==> config.mk <==
export PLATFORM = sky130hd
export DESIGN_NAME = addsub_serial_flat
export DESIGN_NICKNAME = d
export VERILOG_FILES = /design/src/rtl/addsub_pkg.sv /design/src/rtl/addsub_serial_if.sv /design/src/rtl/addsub_digit.sv /design/src/rtl/addsub_serial.sv /design/src/flat_wrapper.sv
export SDC_FILE = /design/constraint.sdc
export NUM_CORES = 1
export LEC_CHECK = 0
export CAP_MARGIN = 0
export CORE_MARGIN = 2
export CORE_UTILIZATION = 35
export DETAILED_ROUTE_END_ITERATION = 10
export GPL_TIMING_DRIVEN = 0
export RECOVER_POWER = 25
export REMOVE_ABC_BUFFERS = 1
export SYNTH_ARGS = -nofsm -noshare
export SYNTH_HDL_FRONTEND = slang
export SYNTH_HIERARCHICAL = 1
export SYNTH_SLANG_ARGS = --single-unit
==> constraint.sdc <==
create_clock -name clk -period 3.4 [get_ports clk]
set_input_delay 0.68 -clock clk [delete_from_list [all_inputs] [get_ports clk]]
set_output_delay 0.68 -clock clk [all_outputs]
set_load 0.03 [all_outputs]
==> src/rtl/addsub_pkg.sv <==
// addsub_pkg: shared types and constants for the digit-serial adder/subtractor.
//   state_t  : controller states (IDLE, RUN, DONE)
//   MODE_ADD : M value that selects A + B
//   MODE_SUB : M value that selects A - B
package addsub_pkg;

    typedef enum logic [1:0] {
        IDLE = 2'd0,
        RUN  = 2'd1,
        DONE = 2'd2
    } state_t;

    localparam logic MODE_ADD = 1'b0;
    localparam logic MODE_SUB = 1'b1;

endpackage

==> src/rtl/addsub_serial_if.sv <==
// addsub_serial_if: operand/result handshake bundle for addsub_serial.
//   in_valid/in_ready   : operand handshake (A, B, M)
//   out_valid/out_ready : result handshake (Sum, C_out, ov)
// Handshake rule for both channels: a transfer happens on a rising clock
// edge where valid and ready are both 1; the producer holds its payload
// while valid is 1, and ready may depend on state only.
//   master : the side that issues operands and consumes results
//   slave  : the arithmetic unit
interface addsub_serial_if #(
    parameter int WIDTH = 16
);
    logic             in_valid;
    logic             in_ready;
    logic [WIDTH-1:0] A;
    logic [WIDTH-1:0] B;
    logic             M;
    logic             out_valid;
    logic             out_ready;
    logic [WIDTH-1:0] Sum;
    logic             C_out;
    logic             ov;

    modport master (
        output in_valid, A, B, M, out_ready,
        input  in_ready, out_valid, Sum, C_out, ov
    );

    modport slave (
        input  in_valid, A, B, M, out_ready,
        output in_ready, out_valid, Sum, C_out, ov
    );
endinterface

==> src/rtl/addsub_digit.sv <==
// addsub_digit: combinational DIGIT-bit ripple-carry slice.
//   a, b     : DIGIT-bit operand digits (b already conditioned for subtract)
//   cin      : carry into bit 0 of the slice
//   s        : DIGIT-bit sum digit
//   cout     : carry out of the slice MSB
//   c_msb_in : carry into the slice MSB (used for signed overflow)
module addsub_digit
    import addsub_pkg::*;
#(
    parameter int DIGIT = 4
) (
    input  logic [DIGIT-1:0] a,
    input  logic [DIGIT-1:0] b,
    input  logic             cin,
    output logic [DIGIT-1:0] s,
    output logic             cout,
    output logic             c_msb_in
);

    logic carry;

    always_comb begin
        carry    = cin;
        s        = '0;
        c_msb_in = 1'b0;
        for (int i = 0; i < DIGIT; i++) begin
            if (i == DIGIT - 1) begin
                c_msb_in = carry;
            end
            s[i]  = a[i] ^ b[i] ^ carry;
            carry = (a[i] & b[i]) | (a[i] & carry) | (b[i] & carry);
        end
        cout = carry;
    end

endmodule

==> src/rtl/addsub_serial.sv <==
// addsub_serial: digit-serial two's-complement adder/subtractor.
// Processes a WIDTH-bit operation DIGIT bits per cycle, LSB digit first,
// taking WIDTH/DIGIT cycles from acceptance to result.
// WIDTH must be a multiple of DIGIT, 1 <= DIGIT <= WIDTH.
//   clk, rst_n  : clock (rising edge), asynchronous active-low reset
//   bus         : addsub_serial_if slave (operands in, result out)
//   dbg_state_o : current controller state
// Optional feature macro ADDSUB_SAT_EN: clamp Sum to the signed limit on
// overflow (C_out and ov still describe the raw result).
module addsub_serial
    import addsub_pkg::*;
#(
    parameter int WIDTH = 16,
    parameter int DIGIT = 4
) (
    input  logic                  clk,
    input  logic                  rst_n,
    addsub_serial_if.slave        bus,
    output state_t                dbg_state_o
);

    localparam int N     = WIDTH / DIGIT;
    localparam int CNT_W = (N > 1) ? $clog2(N) : 1;

    state_t             state_q, state_d;
    logic [WIDTH-1:0]   a_q, a_d;
    logic [WIDTH-1:0]   b_q, b_d;
    logic               carry_q, carry_d;
    logic [CNT_W-1:0]   cnt_q, cnt_d;
    logic [WIDTH-1:0]   sum_q, sum_d;
    logic               cout_q, cout_d;
    logic               ov_q, ov_d;

    logic [DIGIT-1:0]   dig_s;
    logic               dig_cout;
    logic               dig_cmsb;
    logic               last_digit;

    assign last_digit = (cnt_q == CNT_W'(N - 1));

    // Operands are shifted right each RUN cycle, so the active digit is
    // always the low DIGIT bits.
    addsub_digit #(.DIGIT(DIGIT)) u_digit (
        .a        (a_q[DIGIT-1:0]),
        .b        (b_q[DIGIT-1:0]),
        .cin      (carry_q),
        .s        (dig_s),
        .cout     (dig_cout),
        .c_msb_in (dig_cmsb)
    );

    // State register
    always_ff @(posedge clk or negedge rst_n) begin
        if (!rst_n) begin
            state_q <= IDLE;
        end else begin
            state_q <= state_d;
        end
    end

    // Next-state logic
    always_comb begin
        state_d = state_q;
        case (state_q)
            IDLE:    if (bus.in_valid)  state_d = RUN;
            RUN:     if (last_digit)    state_d = DONE;
            DONE:    if (bus.out_ready) state_d = IDLE;
            default: state_d = IDLE;
        endcase
    end

    // Output logic
    always_comb begin
        bus.in_ready  = (state_q == IDLE);
        bus.out_valid = (state_q == DONE);
        bus.Sum       = sum_q;
        bus.C_out     = cout_q;
        bus.ov        = ov_q;
        dbg_state_o   = state_q;
    end

    // Datapath next values
    always_comb begin
        a_d     = a_q;
        b_d     = b_q;
        carry_d = carry_q;
        cnt_d   = cnt_q;
        sum_d   = sum_q;
        cout_d  = cout_q;
        ov_d    = ov_q;
        case (state_q)
            IDLE: begin
                if (bus.in_valid) begin
                    // Subtract is A + ~B + 1: M is fully absorbed into the
                    // inverted B and the initial carry, so it is not kept.
                    a_d     = bus.A;
                    b_d     = bus.B ^ {WIDTH{bus.M}};
                    carry_d = bus.M;
                    cnt_d   = '0;
                end
            end
            RUN: begin
                a_d     = a_q >> DIGIT;
                b_d     = b_q >> DIGIT;
                carry_d = dig_cout;
                // New digit enters at the top; after N cycles digit 0 has
                // reached the bottom of the result register.
                sum_d   = WIDTH'({dig_s, sum_q} >> DIGIT);
                cnt_d   = cnt_q + CNT_W'(1);
                if (last_digit) begin
                    cnt_d  = '0;
                    cout_d = dig_cout;
                    ov_d   = dig_cout ^ dig_cmsb;
`ifdef ADDSUB_SAT_EN
                    // On overflow the raw sign is the inverse of A's sign,
                    // so the clamp direction follows from the raw MSB.
                    if (dig_cout ^ dig_cmsb) begin
                        sum_d = {~sum_d[WIDTH-1], {(WIDTH-1){sum_d[WIDTH-1]}}};
                    end
`endif
                end
            end
            default: ;
        endcase
    end

    // Datapath registers
    always_ff @(posedge clk or negedge rst_n) begin
        if (!rst_n) begin
            a_q     <= '0;
            b_q     <= '0;
            carry_q <= 1'b0;
            cnt_q   <= '0;
            sum_q   <= '0;
            cout_q  <= 1'b0;
            ov_q    <= 1'b0;
        end else begin
            a_q     <= a_d;
            b_q     <= b_d;
            carry_q <= carry_d;
            cnt_q   <= cnt_d;
            sum_q   <= sum_d;
            cout_q  <= cout_d;
            ov_q    <= ov_d;
        end
    end

endmodule

==> src/flat_wrapper.sv <==
// flat-port wrapper written by rule: the top's interface ports become plain ports
module addsub_serial_flat import addsub_pkg::*;
#(
    parameter int WIDTH = 16,
    parameter int DIGIT = 4
)
  (clk, rst_n, dbg_state_o, bus_in_valid, bus_A, bus_B, bus_M, bus_out_ready, bus_in_ready, bus_out_valid, bus_Sum, bus_C_out, bus_ov);
  addsub_serial_if #(.WIDTH(WIDTH)) bus_i ();
  input  logic clk;
  input  logic rst_n;
  output state_t dbg_state_o;
  input wire logic [$bits(bus_i.in_valid)-1:0] bus_in_valid;
  input wire logic [$bits(bus_i.A)-1:0] bus_A;
  input wire logic [$bits(bus_i.B)-1:0] bus_B;
  input wire logic [$bits(bus_i.M)-1:0] bus_M;
  input wire logic [$bits(bus_i.out_ready)-1:0] bus_out_ready;
  output wire logic [$bits(bus_i.in_ready)-1:0] bus_in_ready;
  output wire logic [$bits(bus_i.out_valid)-1:0] bus_out_valid;
  output wire logic [$bits(bus_i.Sum)-1:0] bus_Sum;
  output wire logic [$bits(bus_i.C_out)-1:0] bus_C_out;
  output wire logic [$bits(bus_i.ov)-1:0] bus_ov;
  assign bus_i.in_valid = bus_in_valid;
  assign bus_i.A = bus_A;
  assign bus_i.B = bus_B;
  assign bus_i.M = bus_M;
  assign bus_i.out_ready = bus_out_ready;
  assign bus_in_ready = bus_i.in_ready;
  assign bus_out_valid = bus_i.out_valid;
  assign bus_Sum = bus_i.Sum;
  assign bus_C_out = bus_i.C_out;
  assign bus_ov = bus_i.ov;
  addsub_serial #(.WIDTH(WIDTH), .DIGIT(DIGIT)) u_core (.clk(clk), .rst_n(rst_n), .bus(bus_i), .dbg_state_o(dbg_state_o));
endmodule
**After elaboration in Yosys (flattened, before gate mapping)**

Cells that the tools add are included.

- Add/sub/neg operators: 1
- Eq/ne operators: 6
- Multiplexer cells: 13
- Bitwise operators: 30
- Reductions and logical operators: 5

Operators with widths:

| cell | count |
|---|---|
| $pmux W16 S2 | 2 |
| $mux W16 | 2 |
| $xor A16 B16 Y16 | 1 |
| $and A1 B1 Y1 | 12 |
| $mux W2 | 5 |
| $xor A1 B1 Y1 | 9 |
| $or A1 B1 Y1 | 8 |
| $pmux W2 S3 | 1 |
| $eq A2 B2 Y1 const B | 2 |
| $ne A2 B2 Y1 const B | 2 |
| $pmux W2 S2 | 1 |
| $reduce_and A2 Y1 | 2 |
| $reduce_and A3 Y1 | 1 |
| $add A2 B1 Y2 const B | 1 |
| $eq A2 B1 Y1 const B | 1 |
| $logic_not A2 Y1 | 1 |
| $ne A2 B1 Y1 const B | 1 |
| $pmux W1 S2 | 1 |
| $reduce_bool A2 Y1 | 1 |
| $mux W1 | 1 |

- Flip-flop bits (word level): 55
- Bits of input ports: 37
- Word-level logic and storage cells: 63

**Longest topological paths before layout**

- Depth after elaboration: 13
- Depth in mapped cells: 10
- Mapped depth without buffers: 10

**Cells and area by module**

Netlist, hierarchy kept.

By module, submodules not included:

| module | times used | cells an instance | area an instance (um^2) | seq. area each (um^2) |
|---|---|---|---|---|
| addsub_serial | 1 | 256 | 2519.9 | 1376.3 |
| addsub_digit | 1 | 14 | 117.6 | 0.0 |

**Least setup slack after synthesis**

No wires, ideal clock.

- Path type: reg-to-reg
- Start point: reg u_core.a_q[0]
- End point: reg u_core.sum_q[15] (netlist: u_core/bus.Sum[15])
- Library setup time: 66 ps
- Data arrival time: 2007 ps
- Required time: 3334 ps
- Path slack: 1327 ps
- Cell stages (with the launch flop): 11
- Path buffers: 0
- Period minus slack after synthesis: 2073 ps
- Cell sequence: dfrtp_1 > inv_1 > fa_1 > inv_1 > fa_1 > fa_1 > inv_1 > fa_1 > inv_1 > nand2_1 > nand2_1

- Word-level cells in the longest chain between the ends: 10

RTL lines:

| element | line | text |
|---|---|---|
| from (decl) | addsub_serial.sv:26 | `logic [WIDTH-1:0] a_q, a_d;` |
| from (signal assigned) | addsub_serial.sv:130 | `a_q <= '0;` |
| from (signal assigned) | addsub_serial.sv:138 | `a_q <= a_d;` |
| $and A1 B1 Y1 | addsub_digit.sv:31 | `carry = (a[i] & b[i]) \| (a[i] & carry) \| (b[i] & carry);` |
| $or A1 B1 Y1 (*) (2 in a row) | addsub_digit.sv:31 |  |
| $and A1 B1 Y1 | addsub_digit.sv:31 |  |
| $or A1 B1 Y1 | addsub_digit.sv:31 |  |
| $or A1 B1 Y1 (*) | addsub_digit.sv:31 |  |
| $and A1 B1 Y1 | addsub_digit.sv:31 |  |
| $or A1 B1 Y1 | addsub_digit.sv:31 |  |
| $or A1 B1 Y1 (*) | addsub_digit.sv:31 |  |
| via u_core.dig_cmsb | addsub_serial.sv:36 | `logic dig_cmsb;` |
| $xor A1 B1 Y1 (*) | addsub_digit.sv:30 | `s[i] = a[i] ^ b[i] ^ carry;` |
| via u_core.dig_s[3] | addsub_serial.sv:34 | `logic [DIGIT-1:0] dig_s;` |
| to (signal assigned) | addsub_serial.sv:142 | `sum_q <= sum_d;` |
| to (decl) | addsub_serial.sv:30 | `logic [WIDTH-1:0] sum_q, sum_d;` |

The timed path passes the listed nets; every way through them passes the cells marked *.
A chain may end at the register's enable or synchronous reset.

**Worst setup path after layout**

- Start point: reg u_core.state_q[1] (netlist: u_core/dbg_state_o[1])
- End point: out bus_out_valid

- Word-level cells in the longest chain between the ends: 1

RTL lines:

| element | line | text |
|---|---|---|
| from (decl) | addsub_serial.sv:25 | `state_t state_q, state_d;` |
| from (signal assigned) | addsub_serial.sv:57 | `state_q <= state_d;` |
| $eq A2 B2 Y1 | addsub_serial.sv:75 | `bus.out_valid = (state_q == DONE);` |
| to (decl) | flat_wrapper.sv:18 | `output wire logic [$bits(bus_i.out_valid)-1:0] bus_out_valid;` |

Every way passes these cells.

==> results.json <==
{
  "place_congestion": 0.7128,
  "cp-end-kind": "primary output",
  "wl_per_cell_um": 13.49,
  "grt_max_degree": 35,
  "path_depth": 3,
  "critPathKind": "reg -> out",
  "nFillCells": 741,
  "grt_pass1_wl_mm": 9.625,
  "cts.sinks": 55,
  "holdPathEnd": "u_core/bus.Sum[2]$_DFFE_PN0N_",
  "coreArea_um2": 7292,
  "postCtsSetupBuffers": 0,
  "avgSynthCellArea_um2": 9.769,
  "yosysTopAreaCellShare": 0.5218,
  "regArea_um2": 1376,
  "synth_edf_count": 0,
  "crit_path_max_incr_delay_ps": 1120,
  "synth.cell_area_um2": 2638,
  "synth-main-ff-cell": "dfrtp_1",
  "synth_area_leader_cell": "dfrtp_1",
  "drc": 0,
  "dpl_worst_slack_ps": 713.6,
  "final_net_count": 359,
  "insertion_delay_ps": 310,
  "vias_per_cell": 4.859,
  "finClkSkew_ps": 6.577,
  "worstRegToRegCells": 3,
  "clk_pin_slew_ps": 100,
  "antenna-diode-count": 0,
  "area.growth.synth_to_final_pct": 27.99,
  "synth_seq_cells": 55,
  "ys_seq_area_frac": 0.5218,
  "min_period_ps": 3013,
  "die-area_um2": 8246,
  "finalCritPeriodShare": 0.8862,
  "ant_nets": 0,
  "place_area_um2": 3281,
  "critical_path_required_ps": 2720,
  "wirelength_mm": 5.626,
  "power_mw": 2.906,
  "maxCapViolCount": 1,
  "synth.yosys.warnings": 6,
  "netlist_instances": 270,
  "finalSetupViolCount": 0,
  "ir_drop_uv": 339.9,
  "hold_path_class": "reg -> reg",
  "post-dp-hpwl_mm": 3.789,
  "status": "complete, but fails checks",
  "fp.dieW_um": 90.81,
  "path_cells": "nand2b_1, inv_1, clkdlybuf4s50_1",
  "grt_pass1_vias": 1913,
  "multi_input_area_um2": 1112,
  "cts_root_buf": "clkbuf_8",
  "ys_types": 28,
  "cp-startpoint": "u_core/dbg_state_o[1]$_DFFE_PN0P_",
  "cts_hold_buffers": 0,
  "critPathTopFamily": "flip-flops",
  "tritoncts": "yes",
  "ios": 59,
  "numPortBuffers": 58,
  "setup_ws_ps": 387.1,
  "std_cell_rows": 31,
  "failed_checks": "capacitance limit, slew limit",
  "reg2reg_slack_ps": 1150,
  "path_buf_inv": 2,
  "cts_max_path_buffers": 2,
  "final_cell_mix": "78 x nand2_1, 57 x clkdlybuf4s50_1, 55 x dfrtp_1",
  "fin_util": 0.4629,
  "design_area_um2": 3376,
  "hold_path_startpoint": "u_core/bus.Sum[2]$_DFFE_PN0N_",
  "grt.overflow.total": 0,
  "cp-start-kind": "flop",
  "reg2reg_from": "u_core/dbg_state_o[0]$_DFFE_PN0P_",
  "firstDrtPassIters": 4,
  "die_y_um": 90.81,
  "powerDensity_nw_per_um2": 860.8,
  "antenna_found_initial": 0,
  "r2r-end": "u_core/bus.C_out$_DFFE_PN0P_",
  "ys_top_cells_by_area": "dfrtp_1 52%, nand2_1 11%, xnor2_1 5.0%",
  "drive_above_1_share": 0.05346,
  "crit_fanout": 34,
  "hold_depth": 2,
  "h-tree-depth": 2,
  "hold_viol": 0,
  "grt_use_total": 0.1455,
  "critPathArrivalTime_ps": 2330,
  "start_util": 0.3617,
  "max_freq_mhz": 331.9,
  "slew_headroom": -0.08672,
  "via_count": 2026,
  "drtIter0Drc": 102,
  "slew_viol_final": 32,
  "p_leak_nw": 1.470,
  "post_cts_resized": 0,
  "numPlacedInstances": 409,
  "rsz0062_at_grt": "no",
  "worst_path_max_delay_cell": "dfrtp_1",
  "fin_cells": 417,
  "layout_commonest_cell": "nand2_1",
  "tightest_slew_ps": 1630,
  "async_reset_ff_frac": 1.000,
  "numCtsBuffers": 5
}
[layer usage]
metal / share of wire / GRT usage / up-vias
met4: 0.0060 / 0.03030 / 0
met2: 0.47 / 0.2295 / 47
met3: 0.044 / 0.04424 / 2
met1: 0.48 / 0.1989 / 987
met5: 0 / 0 / -
li1: - / - / 990
[worst max path at each step]
stage	to	slack, ps
6_report	bus_out_valid	390
5_1_grt	u_core/b_q[11]$_DFFE_PN0P_	170
4_1_cts	bus_out_valid	360
3_5_place_dp	bus_out_valid	710
3_3_place_gp	u_core/b_q[13]$_DFFE_PN0P_	-110
2_1_floorplan	u_core/bus.C_out$_DFFE_PN0P_	800
[power by group]
group | internal [mW] | switching, mW | leakage, nW | total (mW)
clock network | 0.186 | 0.214 | 0.0505 | 0.400
logic | 0.581 | 0.752 | 0.711 | 1.33
registers | 0.919 | 0.254 | 0.709 | 1.17
total | 1.69 | 1.22 | 1.47 | 2.91
[cell families (layout without fill, tap and decap cells)]
| logic type | count (synthesis) | count (layout) | synth area share |
|---|---|---|---|
| adder cells (fa/ha/maj) | 5 | 5 | 0.03510 |
| multiplexers | 1 | 1 | 0.004269 |
| XOR/XNOR | 17 | 17 | 0.05645 |
| buffers and inverters | 32 | 80 | 0.05740 |
| AO/OA/AOI/OAI | 64 | 64 | 0.1736 |
| AND/OR/NAND/NOR | 96 | 96 | 0.1513 |
| flip-flops | 55 | 55 | 0.5218 |
[sequential cells by signal (all words and copies together) (netlist names)]
| signal | cells |
|---|---|
| u_core/a_q | 16 |
| u_core/b_q | 16 |
| u_core/bus.Sum | 16 |
| u_core/cnt_q | 2 |
| u_core/dbg_state_o | 2 |
| u_core/bus.C_out | 1 |
| u_core/bus.ov | 1 |
| u_core/carry_q | 1 |
[layout make-up]
cell class | instances | share of cell area
Sequential cell | 55 | 0.4077
Multi-Input combinational cell | 183 | 0.3295
Timing Repair Buffer | 60 | 0.1820
Tap cell | 99 | 0.03669
Clock buffer | 7 | 0.02854
Inverter | 12 | 0.01334
Clock inverter | 1 | 0.002224
[synth_stat cells (all sizes together), types with 2 or more instances]
cell,instances
o211ai,4
a21oi,7
nand2,78
o21ai,21
nand2b,2
buf,18
a22o,5
xor2,2
a221o,2
inv,12
xnor2,15
clkbuf,2
a22oi,17
nor2,5
fa,4
nor2b,9
o221ai,6
dfrtp,55
[metrics by stage]
| stage | TNS [ps] | hold slack (ps) |
|---|---|---|
| 4_1_cts | 0 | 436.8 |
| 3_3_place_gp | -5911 | 457.6 |
| 2_1_floorplan | 0 | 384.4 |
| 6_report | 0 | 480.3 |
| 3_5_place_dp | 0 | 461.2 |
| 5_1_grt | 0 | 507.0 |
[worst reg2reg max path, cell delays in order, from the launching register on]
cell and delay [ps]:
dfrtp_1 1030, nor2b_2 630, nand2_1 180, mux2_2 300
No activity file was read; power rests on OpenSTA's default activity.
